### src/rtl/hls_run_sequencer.sv
// Multi-run controller for a start_port/done_port kernel: resets, starts and times each run,
// enforces a timeout, and logs {cycles, status, run index} into a small result FIFO.
module hls_run_sequencer #(
   parameter int CYC_W      = 32,
   parameter int TIMEOUT    = 200000000,
   parameter int RUNS_W     = 8,
   parameter int RST_CYCLES = 2,
   parameter int FIFO_DEPTH = 4
) (
   input  logic              clock,
   input  logic              reset,
   input  logic              go,
   input  logic [RUNS_W-1:0] cfg_runs,
   input  logic              abort,
   output logic              busy,
   output logic              all_done,
   output logic              kernel_reset_n,
   output logic              start_port,
   input  logic              done_port,
   output logic              res_valid,
   input  logic              res_ready,
   output logic [CYC_W-1:0]  res_cycles,
   output logic [1:0]        res_status,
   output logic [RUNS_W-1:0] res_run_idx
);

   localparam int PTR_W = $clog2(FIFO_DEPTH);
   localparam int OCC_W = $clog2(FIFO_DEPTH) + 1;
   localparam int ENT_W = CYC_W + 2 + RUNS_W;
   localparam logic [1:0] ST_OK  = 2'b00;
   localparam logic [1:0] ST_TMO = 2'b01;
   localparam logic [1:0] ST_ABT = 2'b10;

   typedef enum logic [2:0] {S_IDLE, S_KRST, S_START, S_WAIT, S_LOG, S_DONE} state_t;

   state_t            state_q, state_d;
   logic [CYC_W-1:0]  cnt_q, cnt_d;
   logic [RUNS_W-1:0] runs_q, runs_d;
   logic [RUNS_W-1:0] idx_q, idx_d;
   logic [1:0]        sts_q, sts_d;
   logic              abt_q, abt_d;

   logic [PTR_W-1:0]  wr_ptr_q, rd_ptr_q;
   logic [OCC_W-1:0]  occ_q;
   logic [ENT_W-1:0]  mem_q [FIFO_DEPTH];
   logic              full, push, pop;

   assign full      = (occ_q == OCC_W'(FIFO_DEPTH));
   assign res_valid = (occ_q != '0);
   assign pop       = res_valid & res_ready;
   // A stalled push may complete in the same cycle the consumer frees the head slot.
   assign push      = (state_q == S_LOG) & (!full | pop);
   assign {res_cycles, res_status, res_run_idx} = res_valid ? mem_q[rd_ptr_q] : '0;

   always_ff @(posedge clock or posedge reset) begin
      if (reset) begin
         state_q <= S_IDLE;
         cnt_q   <= '0;
         runs_q  <= '0;
         idx_q   <= '0;
         sts_q   <= ST_OK;
         abt_q   <= 1'b0;
      end else begin
         state_q <= state_d;
         cnt_q   <= cnt_d;
         runs_q  <= runs_d;
         idx_q   <= idx_d;
         sts_q   <= sts_d;
         abt_q   <= abt_d;
      end
   end

   // cnt doubles as the KRST length counter and holds 1 during START, so done seen
   // N cycles after the start cycle reads back as N+1.
   always_comb begin
      state_d = state_q;
      cnt_d   = cnt_q;
      runs_d  = runs_q;
      idx_d   = idx_q;
      sts_d   = sts_q;
      abt_d   = abt_q;
      case (state_q)
         S_IDLE: begin
            if (go) begin
               if (cfg_runs != '0) begin
                  state_d = S_KRST;
                  runs_d  = cfg_runs;
                  idx_d   = '0;
                  cnt_d   = CYC_W'(1);
                  abt_d   = 1'b0;
               end else begin
                  state_d = S_DONE;
               end
            end
         end
         S_KRST: begin
            if (abort) begin
               state_d = S_DONE;
            end else if (cnt_q == CYC_W'(RST_CYCLES)) begin
               state_d = S_START;
               cnt_d   = CYC_W'(1);
            end else begin
               cnt_d = cnt_q + CYC_W'(1);
            end
         end
         S_START: begin
            if (abort) begin
               state_d = S_DONE;
            end else begin
               state_d = S_WAIT;
               cnt_d   = cnt_q + CYC_W'(1);
            end
         end
         S_WAIT: begin
            if (done_port) begin
               state_d = S_LOG;
               sts_d   = ST_OK;
               abt_d   = abort;
            end else if (abort) begin
               state_d = S_LOG;
               sts_d   = ST_ABT;
            end else if (cnt_q == CYC_W'(TIMEOUT)) begin
               state_d = S_LOG;
               sts_d   = ST_TMO;
            end else begin
               cnt_d = cnt_q + CYC_W'(1);
            end
         end
         S_LOG: begin
            if (abort) abt_d = 1'b1;
            if (push) begin
               if ((sts_q != ST_OK) || (idx_q == runs_q - RUNS_W'(1)) || abt_q || abort) begin
                  state_d = S_DONE;
               end else begin
                  state_d = S_KRST;
                  idx_d   = idx_q + RUNS_W'(1);
                  cnt_d   = CYC_W'(1);
               end
            end
         end
         S_DONE: state_d = S_IDLE;
         default: state_d = S_IDLE;
      endcase
   end

   always_comb begin
      busy           = 1'b0;
      all_done       = 1'b0;
      kernel_reset_n = 1'b0;
      start_port     = 1'b0;
      case (state_q)
         S_KRST:  busy = 1'b1;
         S_START: begin
            busy           = 1'b1;
            kernel_reset_n = 1'b1;
            start_port     = 1'b1;
         end
         S_WAIT, S_LOG: begin
            busy           = 1'b1;
            kernel_reset_n = 1'b1;
         end
         S_DONE: begin
            busy     = 1'b1;
            all_done = 1'b1;
         end
         default: ;
      endcase
   end

   always_ff @(posedge clock or posedge reset) begin
      if (reset) begin
         wr_ptr_q <= '0;
         rd_ptr_q <= '0;
         occ_q    <= '0;
      end else begin
         if (push) wr_ptr_q <= wr_ptr_q + PTR_W'(1);
         if (pop)  rd_ptr_q <= rd_ptr_q + PTR_W'(1);
         case ({push, pop})
            2'b10:   occ_q <= occ_q + OCC_W'(1);
            2'b01:   occ_q <= occ_q - OCC_W'(1);
            default: occ_q <= occ_q;
         endcase
      end
   end

   always_ff @(posedge clock) begin
      if (push) mem_q[wr_ptr_q] <= {cnt_q, sts_q, idx_q};
   end

endmodule

### config.mk
export PLATFORM = sky130hd
export DESIGN_NAME = hls_run_sequencer
export DESIGN_NICKNAME = d
export VERILOG_FILES = /design/src/rtl/hls_run_sequencer.sv
export SDC_FILE = /design/constraint.sdc
export NUM_CORES = 1
export LEC_CHECK = 0
export CORE_MARGIN = 10
export CORE_UTILIZATION = 31
export DETAILED_ROUTE_END_ITERATION = 10
export GPL_TIMING_DRIVEN = 0
export PLACE_DENSITY = 0.54
export REMOVE_ABC_BUFFERS = 1
export SETUP_SLACK_MARGIN = 0.05
export SLEW_MARGIN = 20
export SYNTH_ARGS = -nofsm -noshare
export SYNTH_HDL_FRONTEND = slang
export SYNTH_SLANG_ARGS = --single-unit
### constraint.sdc
create_clock -name clock -period 6.2 [get_ports clock]
set_clock_uncertainty 0.2 [all_clocks]
set_input_delay 1.24 -clock clock [delete_from_list [all_inputs] [get_ports clock]]
set_output_delay 1.24 -clock clock [all_outputs]
set_load 0.03 [all_outputs]
==> impl_results.md <==
- Post-synthesis mux area share: under 10%
- Top cells by area, synth: edfxtp_1, dfrtp_1, mux4_2, and2_1, nand2_1
- Final worst path period need: 4340 ps
- CTS root buffer: clkbuf_16
- Standard-cell rows: 66
- Max-slew violation count: 0
- Max IR drop VDD: 204 uV
- WL/cell: 17.9 um
- Setup Crit Path Kind: register to output pin
- CP arrival: around 2900 ps
- Die Area: ~0.04 sq mm
- Initial antenna violation count: 0
- Top-count cell post-synth: edfxtp_1
- Cells after Synth: around 720
- H-tree lvl count: 1
- Clk Latency, worst-skew pair: 510 ps
- Largest net degree at the start of global routing: between 40 and 50
- Buffer and inverter count on the worst path: 2
- Final core occ: 37.4%
- GP Congestion: 0.794
- Crit share post-route: ~70%
- DRC viols: 0
- Height of the die: between 200 and 250 um
- CP startpoint kind: register
- Total number of vias: about 6100
- Final-report hold violation count: 0
- Drt first pass iters: 5
- Post-cts gate resize count: 0
- Worst Hold Class: register to register
- Antenna cell count: 0
- Nets: 804
- R2R cell count: 11
- Clock sinks: ~230
- Inserted Clock Buffers: 24
- Simple logic cell fraction of the synthesized area: 12.2%
- Seq/Total Area, Yosys: 63.6%
- Top delay family on crit path: buffers and inverters
- DR vias/cell: about 5
- Largest family of logic cells by synthesized area: simple AND/OR/NAND/NOR gates
- Hold buffer count at cts: 0
- WHS Path Cells: 1
- Slew @ Worst Pin: 810 ps
- Area delta synth->final: 18.4%
- DR iter-0 viols: between 400 and 500
- Proportion of layout cells with a drive suffix above 1: 13.2%
- Antenna viol nets, final: 0
- Top cell types by occurrence after synthesis: edfxtp_1, dfrtp_1, nand2_1
- Max incr delay on CP: 760 ps
- CTS tree: yes
- Netlist Area Pre-Place: about 0.010 sq mm
- CP Max Fanout: 26
- I/O Buffers: 60
- Adder-Cell Fraction of Synth Area: 1.62%
- Power density over the cells: roughly 470 mW/mm^2
- Slew headroom: 46.0%
- First-pass GRT wire length: 35800 um
- RSZ-0062 raised after global routing: no
- EDFF count, synth: 168
- Post-detail-place hpwl: 14100 um
- Crit. End Element: output pin
- Flops & latches, synth: ~230
- Fraction of registers with async set/reset: between 20% and 30%
- Die extent in x: around 200 um
- Vias in the first global route: 6161
- Leakage: 4.31 nW
- Worst hold margin: 292 ps
- Post-DP Area: approximately 0.011 sq mm
- Syn_area_per_cell: about 14 sq um
- Initial Util: 31.6%
- CTS Buffer Depth: 3
- Synth cell types: 64
- Core ar.: ~0.033 sq mm
- Layout Cell Area excl Fill: 0.0122 sq mm
- Compound-Gate Fraction of Synth Area: under 10%
- Place WS: about 1600 ps
- CP max stage cell: dfrtp_4
- Synth Area in XOR/XNOR: 1.27%
- Maxcap violations: 0
- Max Freq: 230 MHz
- GRT overflow: 0
- Post-synth top area share: between 40 and 50%
- Run status: complete, no violations
- Overall Global Routing Usage: approximately a tenth
- Final setup violation count: 0
- Crit. path cell count: 4
- Synth Flop Type: edfxtp_1
- Ys Warns: 0
- Worst path cell trace: buf_12 > mux4_2 > and2_1 > clkdlybuf4s50_1
- IO Pins: 61
- Reg clk slew, reported paths: 60 ps
- Worst path required time: 4760 ps
- Setup Fix Bufs, Post-CTS: 0
- Yosys top cell by area: edfxtp_1
- Final wirelength: 22100 um
- Post-route setup slack: 1860 ps
==> where the power goes <==
group	internal [W]	switching, W	total [W]	leakage [nW]
Clock	0.000826	0.000571	0.00140	0.385
Sequential	0.00182	0.000233	0.00205	2.30
Combinational	0.00104	0.00126	0.00230	1.62
Total	0.00368	0.00206	0.00574	4.31
==> through the flow <==
step                      instances  total power, W  setup TNS (ps)
after floorplan                 684         0.00354               0
after global placement         1186         0.00440          -35460
after detailed placement       1194         0.00444               0
after CTS                      1238         0.00585               0
after global routing           1238         0.00608               0
final                          1238         0.00574               0
==> per-layer routing <==
metal	GRT usage (%)	wire, um
met5	0	0
met4	2.29	398
met3	2.24	1050
met2	17.2	10500
met1	14.6	10200
==> cell usage in the layout, fill, tap and decap left out, types with 7 or more instances in the layout <==
| cell type | count |
|---|---|
| and3_1 | 7 |
| nand3_1 | 22 |
| a22o_1 | 15 |
| clkbuf_16 | 25 |
| dfrtp_1 | 59 |
| mux4_2 | 42 |
| or3_1 | 7 |
| nor2_1 | 41 |
| o21ai_0 | 9 |
| xnor2_1 | 8 |
| nor3_1 | 13 |
| a211o_1 | 15 |
| xor2_1 | 7 |
| a21oi_1 | 17 |
| nand2_1 | 52 |
| nand4_1 | 9 |
| ha_1 | 11 |
| nor4_1 | 13 |
| edfxtp_1 | 168 |
| clkdlybuf4s50_1 | 60 |
| and2_1 | 43 |
| o31a_1 | 12 |
| inv_1 | 22 |
==> worst reg2reg max path: stages, from the launching register on <==
cell and delay, ps:
dfrtp_1 560, or3b_1 550, nor3_1 230, nand3_1 140, a2111oi_4 640, buf_4 340
buf_6 190, buf_8 160, nor3b_4 100, buf_6 210, buf_6 150, a41o_1 240
==> sequential cells by signal (all words and copies together) (netlist names), 3 cells and up <==
name / flops
mem_q: 168
cnt_q: 32
idx_q: 8
runs_q: 8
occ_q: 3
state_q: 3
==> layout make-up <==
class	count	area (sq um)
Multi-Input combinational cell	431	3500
Clock inverter	9	67.6
Tap cell	442	553
Timing Repair Buffer	68	732
Clock buffer	35	703
Sequential cell	229	6580
Inverter	24	92.6
Fill cell	3172	20500
==> cell families (layout without fill, tap and decap cells) <==
group,Yosys count,in the layout
compound gates,116,116
mux,48,48
simple gates,239,239
buf+inv,64,136
fa+ha+maj,13,13
flops,229,229
xor+xnor,15,15
==> worst paths after layout <==
kind	from	to	slack, ps
hold / removal	occ_q[2]	occ_q[2]	290
hold reg to reg	occ_q[2]	occ_q[2]	290
max in group asynchronous	reset	cnt_q[28]	4430
setup / recovery	rd_ptr_q[0]	res_status[1]	1860
setup reg to reg	state_q[2]	cnt_q[23]	2380
min in group asynchronous	reset	occ_q[0]	860
Power figures use the tool's default switching activity.
